[src/rtl/shift_window_buffer.sv]
// rtl/shift_window_buffer.sv - multi-lane sliding-window shift register with evicted-sample output
module shift_window_buffer #(
  parameter int DATA_WIDTH = 8,
  parameter int SIZE       = 8,
  parameter int LANES      = 1
) (
  input  logic                                     clk,
  input  logic                                     rst_n,
  input  logic                                     clear,
  input  logic                                     in_valid,
  output logic                                     in_ready,
  input  logic [LANES-1:0][DATA_WIDTH-1:0]         in_data,
  output logic [SIZE-1:0][LANES-1:0][DATA_WIDTH-1:0] win_data,
  output logic                                     win_valid,
  output logic [$clog2(SIZE+1)-1:0]                fill_count,
  output logic                                     out_valid,
  input  logic                                     out_ready,
  output logic [LANES-1:0][DATA_WIDTH-1:0]         out_data
);

  localparam int CW = $clog2(SIZE+1);

  logic full;
  logic accept;
  logic evict;

  assign full     = (fill_count == CW'(SIZE));
  // Stall only when a full window would evict into an occupied, unaccepted output slot.
  assign in_ready = ~clear & (~full | ~out_valid | out_ready);
  assign accept   = in_valid & in_ready;
  assign evict    = accept & full;

  always_ff @(posedge clk or negedge rst_n) begin
    if (!rst_n) begin
      win_data   <= '0;
      out_data   <= '0;
      fill_count <= '0;
      win_valid  <= 1'b0;
      out_valid  <= 1'b0;
    end else if (clear) begin
      win_data   <= '0;
      fill_count <= '0;
      win_valid  <= 1'b0;
      out_valid  <= 1'b0;
    end else begin
      if (accept) begin
        win_data <= {win_data[SIZE-2:0], in_data};
      end
      // A pop coinciding with an eviction is replaced by the new sample, so nothing is lost.
      if (evict) begin
        out_data  <= win_data[SIZE-1];
        out_valid <= 1'b1;
      end else if (out_valid && out_ready) begin
        out_valid <= 1'b0;
      end
      if (accept && !full) begin
        fill_count <= fill_count + CW'(1);
        win_valid  <= (fill_count == CW'(SIZE-1));
      end
    end
  end

endmodule
[config.mk]
export PLATFORM = sky130hd
export DESIGN_NAME = shift_window_buffer
export DESIGN_NICKNAME = d
export VERILOG_FILES = /design/src/rtl/shift_window_buffer.sv
export SDC_FILE = /design/constraint.sdc
export NUM_CORES = 1
export LEC_CHECK = 0
export ABC_AREA = 1
export BUFFER_PORTS_ARGS = -buffer_cell sky130_fd_sc_hd__buf_4
export CELL_PAD_IN_SITES_DETAIL_PLACEMENT = 0
export CELL_PAD_IN_SITES_GLOBAL_PLACEMENT = 1
export CORE_UTILIZATION = 39
export CTS_BUF_LIST = sky130_fd_sc_hd__clkbuf_16
export CTS_CLUSTER_SIZE = 24
export DETAILED_ROUTE_END_ITERATION = 16
export MAX_ROUTING_LAYER = met4
export PLACE_DENSITY = 0.79
export SLEW_MARGIN = 20
export SYNTH_ARGS = -nofsm -noshare
export SYNTH_HDL_FRONTEND = slang
export SYNTH_SLANG_ARGS = --single-unit
[constraint.sdc]
create_clock -name clk -period 2 [get_ports clk]
set_clock_uncertainty 0.2 [all_clocks]
set_input_delay 0.1 -clock clk [delete_from_list [all_inputs] [get_ports clk]]
set_output_delay 0.1 -clock clk [all_outputs]
set_load 0.1 [all_outputs]
# After elaboration in Yosys (flattened, before gate mapping)
# Cells that the tools add are included.
# op_classes
n_eq_ne	2
shifts	0
mul	0
muxes	9
n_reduce_logical	7
div_mod_pow	0
addsub	1
bitwise	8
order_cmp	0
# op_table
operator	n
$mux 64	2
$mux 4	2
$mux 1	5
$add 4x1->4 const B	1
$eq 4x3->1 const B	1
$eq 4x4->1 const B	1
$reduce_bool 2->1	2
$and 1x1->1	3
$not 1->1	3
$reduce_bool 3->1	1
$logic_and 1x1->1	2
$or 1x1->1	2
$reduce_and 2->1	1
$logic_not 1->1	1
# word_totals
latchBits	0
mem_bits_rw	0
register_bits	78
out_inout_bits	79
rom_bits	0
memories	0
input_bits	13
wordCells	39

# Logic depth before layout (Yosys ltp)
# logic_depth
ltp_word	9
depth_mapped	9
mapped_depth_nobuf	8

# Least setup slack after synthesis
# No wires, ideal clock.
# synth_timing
path_kind	register to register
from	register fill_count[0]
to	register win_data[32] (netlist bit)
path_slack_ps	-657
required_ps	1731
synth_period_minus_slack_ps	2657
arrival_time_ps	2388
n_path_buf	1
stages_incl_launch_ff	9
setup_ps	69
cell_sequence	dfrtp_1 > inv_1 > ha_1 > nand2_1 > nor2_4 > a21oi_4 > buf_2 > nand3_1 > nand2_1
# synth_between
elab_chain_len	7
# synth_lines
item	line_no	text
from (decl)	15	output logic [$clog2(SIZE+1)-1:0] fill_count,
from (signal assigned)	57	fill_count <= fill_count + CW'(1);
$eq 4x4->1	27	assign full = (fill_count == CW'(SIZE));
$not 1->1	29	assign in_ready = ~clear & (~full | ~out_valid | out_ready);
$or 1x1->1 (2 in a row)	29	
$and 1x1->1	29	
net in_ready	11	output logic in_ready,
$and 1x1->1	30	assign accept = in_valid & in_ready;
$reduce_bool 2->1 (no source line)	--	
to (signal assigned)	47	win_data <= {win_data[SIZE-2:0], in_data};
to (decl)	13	output logic [SIZE-1:0][LANES-1:0][DATA_WIDTH-1:0] win_data,
# The timed path passes the listed nets, and every way through them passes these cells.
# A chain may end at the register's enable or synchronous reset.

# Worst setup path after layout
# layout_timing
from	register fill_count[0]
to	output port in_ready
# layout_between
elab_chain_len	5
# layout_lines
item	line_no
$eq 4x4->1	27
$not 1->1	29
$or 1x1->1 (2 in a row)	29
$and 1x1->1	29
to (decl)	11
# Every way passes these cells.

==> results.sh <==
export IMPL_tritoncts="yes"
export IMPL_critical_path_buf_inv_count=2
export IMPL_via_count_of_the_first_global_routing_pass=2794
export IMPL_via_count=2914
export IMPL_vdd_ir_drop_max_mv=0.480
export IMPL_hp_class="input pin to async pin"
export IMPL_required_ns=1.70
export IMPL_cp_slowest_stage_delay_ns=0.43
export IMPL_synth_enable_flop_cells=0
export IMPL_power_combinational_fraction=0.141
export IMPL_worst_setup_path_type="register to primary output"
export IMPL_num_nets_final=467
export IMPL_critical_path_maximum_fanout=4
export IMPL_design_die_area_sq_um=8940
export IMPL_dieWidth_um=94.6
export IMPL_path_cells="inv_2, ha_1, nand2_1, nor2_4, a21oi_4, buf_12"
export IMPL_synth_warnings=0
export IMPL_grt_start_max_net_pins=57
export IMPL_numCtsBuffers=9
export IMPL_syn_nets=372
export IMPL_powerDensity_nw_per_um2=819
export IMPL_yosys_register_bits=78
export IMPL_drt_total_wl_um=8360
export IMPL_power_net_switching_uw=1040
export IMPL_num_antenna_cells=0
export IMPL_gp_routability_congestion=0.782
export IMPL_cts_reportedPaths_clkPinSlew_ns=0.06
export IMPL_dp_hpwl_um=5280
export IMPL_fin_crit_sh=0.965
export IMPL_synthesis_to_finish_area_growth_pct=35.8
export IMPL_synth_ff_type="sky130_fd_sc_hd__dfrtp_1"
export IMPL_synthesis_instances=357
export IMPL_status="completed"
export IMPL_leakagePower_uw=0.00246
export IMPL_ys_seq_area_frac=0.584
export IMPL_post_drt_wl_per_cell_um=14.9
export IMPL_number_of_levels_the_h_tree_was_split_into=3
export IMPL_dr_pass1_iters=4
export IMPL_critical_path_endpoint_type="primary output"
export IMPL_area_of_the_mapped_netlist_sq_um=3340
export IMPL_top_routing_layer_used="met4"
export IMPL_multiInputGateArea_sq_um=1150
export IMPL_clk_latency_ns=0.33
export IMPL_cell_type_group_with_the_largest_total_delay_on_the_critical_path="flip-flops"
export IMPL_layout_min_cycle_time_ns=1.93
export IMPL_fmaxAchievable_ghz=0.518
export IMPL_setup_worst_path_start="fill_count[0]"
export IMPL_arrival_time_of_data_at_the_critical_path_endpoint_ns=1.63
export IMPL_worst_slew_pin_transition_ns=0.376
export IMPL_core_area_sq_um=8260
export IMPL_slew_violations=0
export IMPL_pwr_share_clk=0.417
export IMPL_seqCellArea_sq_um=1960
export IMPL_p_seq_frac=0.442
export IMPL_drt_met1_wl_um=3860
export IMPL_final_antenna_net_count=0
export IMPL_report_final_setup_viol=0
export IMPL_global_route_wire_length_before_repair_um=14000
export IMPL_core_rowCount=33
export IMPL_initial_antenna_violation_count=0
export IMPL_cts_root_buf="sky130_fd_sc_hd__clkbuf_16"
export IMPL_final_layout_size_suffix_gt1_frac=0.279
export IMPL_number_of_vias_per_cell=5.19
export IMPL_pre_cts_slack_ns=0.101
export IMPL_drc=0
export IMPL_async_reset_ff_frac=1.00
export IMPL_grt_total_usage=0.210
export IMPL_slew_limit_headroom=0.747
export IMPL_filler_cell_count=791
export IMPL_floorplan_die_height_um=94.6
export IMPL_critical_path_reg2reg_startpoint="fill_count[0]"
export IMPL_worst_hold_slack_ns=0.0294
export IMPL_slowest_stage="sky130_fd_sc_hd__dfrtp_4"
export IMPL_timing_critical_path_from_type="register"
export IMPL_clockBufferDepth=2
export IMPL_hold_violations=0
export IMPL_internal_power_uw=2680
export IMPL_max_cap_violations=0
export IMPL_postLayoutSetupSlackWorst_ns=0.0710
export IMPL_avgSynthCellArea_sq_um=9.36
export IMPL_met2_wirelength_um=3940
export IMPL_yosys_cell_types_count=21
export IMPL_grt_overflow_total=0
export IMPL_numClockSinks=78
export IMPL_netSwitchingFraction=0.279
export IMPL_initial_utilization=0.405
export IMPL_drtIter0Drc=199
export IMPL_totalPowerFinal_uw=3720
export IMPL_io_pins=92
export IMPL_numPortBuffers=91
export IMPL_detailroute_wirelength_met3_um=489
-- registers in the layout (all words and copies together) (netlist names) --
name,cells
fill_count,4
out_data,8
out_valid,1
win_data,64
win_valid,1
-- worst register-to-register path: cells and delay by family, from the launching register on --
| family | cells | cell delay (ns) |
|---|---|---|
| AO/OA/AOI/OAI | 1 | 0.24 |
| buffers and inverters | 2 | 0.39 |
| adder cells (fa/ha/maj) | 1 | 0.18 |
| AND/OR/NAND/NOR | 4 | 0.38 |
| flip-flops | 1 | 0.43 |
-- metrics by stage --
stage                     instances   util  setup TNS (ns)  area, sq um
after floorplan                 357      -               0         3360
after global placement          533  0.497               0         4110
after detailed placement        533  0.497               0         4110
after CTS                       561  0.548               0         4520
after global routing            561  0.549       -0.000211         4540
final                           561  0.549               0         4540
-- cell type report --
class                      count  area share
sequential                    78       0.433
multi-input combinational    236       0.254
timing repair buffer         113       0.211
clock buffer                   9      0.0496
tap                          105      0.0290
clock inverter                 6      0.0119
inverter                      14      0.0116
-- Yosys cell counts, types with 2 or more instances --
cell type,n,share of area
sky130_fd_sc_hd__buf_4,6,0.013
sky130_fd_sc_hd__o21ai_0,4,0.0060
sky130_fd_sc_hd__inv_1,13,0.015
sky130_fd_sc_hd__nor2_1,3,0.0034
sky130_fd_sc_hd__buf_2,7,0.010
sky130_fd_sc_hd__o21ai_1,8,0.012
sky130_fd_sc_hd__nand4_1,2,0.0037
sky130_fd_sc_hd__nand2_1,77,0.086
sky130_fd_sc_hd__dfrtp_1,78,0.58
sky130_fd_sc_hd__xor2_1,2,0.0052
sky130_fd_sc_hd__clkbuf_1,4,0.0045
sky130_fd_sc_hd__ha_1,2,0.0075
sky130_fd_sc_hd__nand3_1,133,0.20
sky130_fd_sc_hd__buf_6,7,0.024
sky130_fd_sc_hd__buf_1,5,0.0056
-- final timing paths --
path,cells past startpoint,endpoint,slack [ns]
max,6,in_ready,0.07
min,2,out_data[7],0.03
max reg2reg,8,win_data[51],0.12
min reg2reg,2,out_data[2],0.29
max in group asynchronous,3,win_data[59],0.96
min in group clk,2,out_data[2],0.29
-- routing by layer --
layer  up-vias  GRT usage
met1      1423      0.282
li1       1393          -
met2        90      0.304
met3         8     0.0612
met4         0     0.0707
met5         -          -
-- cell families after synthesis --
logic type      count (synthesis)  share of synthesized area
compound gates                 13                     0.0228
simple gates                  219                      0.307
flops                          78                      0.584
xor+xnor                        2                    0.00524
fa+ha+maj                       2                    0.00749
buf+inv                        43                     0.0734
-- what timing repair did --
| action | 4_1_cts | 5_1_grt |
|---|---|---|
| resized for setup | 4 | 2 |
| pin swaps | 2 | 1 |
| setup endpoints to repair | 1 | 30 |
| hold endpoints to repair | 106 | 0 |
| buffers inserted | 2 | 0 |
| hold buffers | 12 | 0 |
-- power by group through the flow --
stage	Sequential [uW]	Combinational, uW	Clock, uW
6_report	1640	524	1550
5_1_grt	1640	557	1650
3_3_place_gp	1670	502	0
2_1_floorplan	1890	138	0
3_5_place_dp	1670	504	0
4_1_cts	1640	527	1580
-- placed cells by master, fill, tap and decap left out, types with 2 or more instances in the layout --
cell                            count
sky130_fd_sc_hd__buf_12             6
sky130_fd_sc_hd__buf_4             94
sky130_fd_sc_hd__clkbuf_16          9
sky130_fd_sc_hd__clkinv_2           4
sky130_fd_sc_hd__dfrtp_1           73
sky130_fd_sc_hd__dfrtp_2            3
sky130_fd_sc_hd__dfrtp_4            2
sky130_fd_sc_hd__dlygate4sd3_1     12
sky130_fd_sc_hd__ha_1               2
sky130_fd_sc_hd__inv_1             12
sky130_fd_sc_hd__inv_2              2
sky130_fd_sc_hd__nand2_1           77
sky130_fd_sc_hd__nand3_1          133
sky130_fd_sc_hd__nand4_1            2
sky130_fd_sc_hd__nor2_1             3
sky130_fd_sc_hd__o21ai_0            4
sky130_fd_sc_hd__o21ai_1            8
sky130_fd_sc_hd__xor2_1             2
Note: power is estimated with default switching activity, not from simulation.
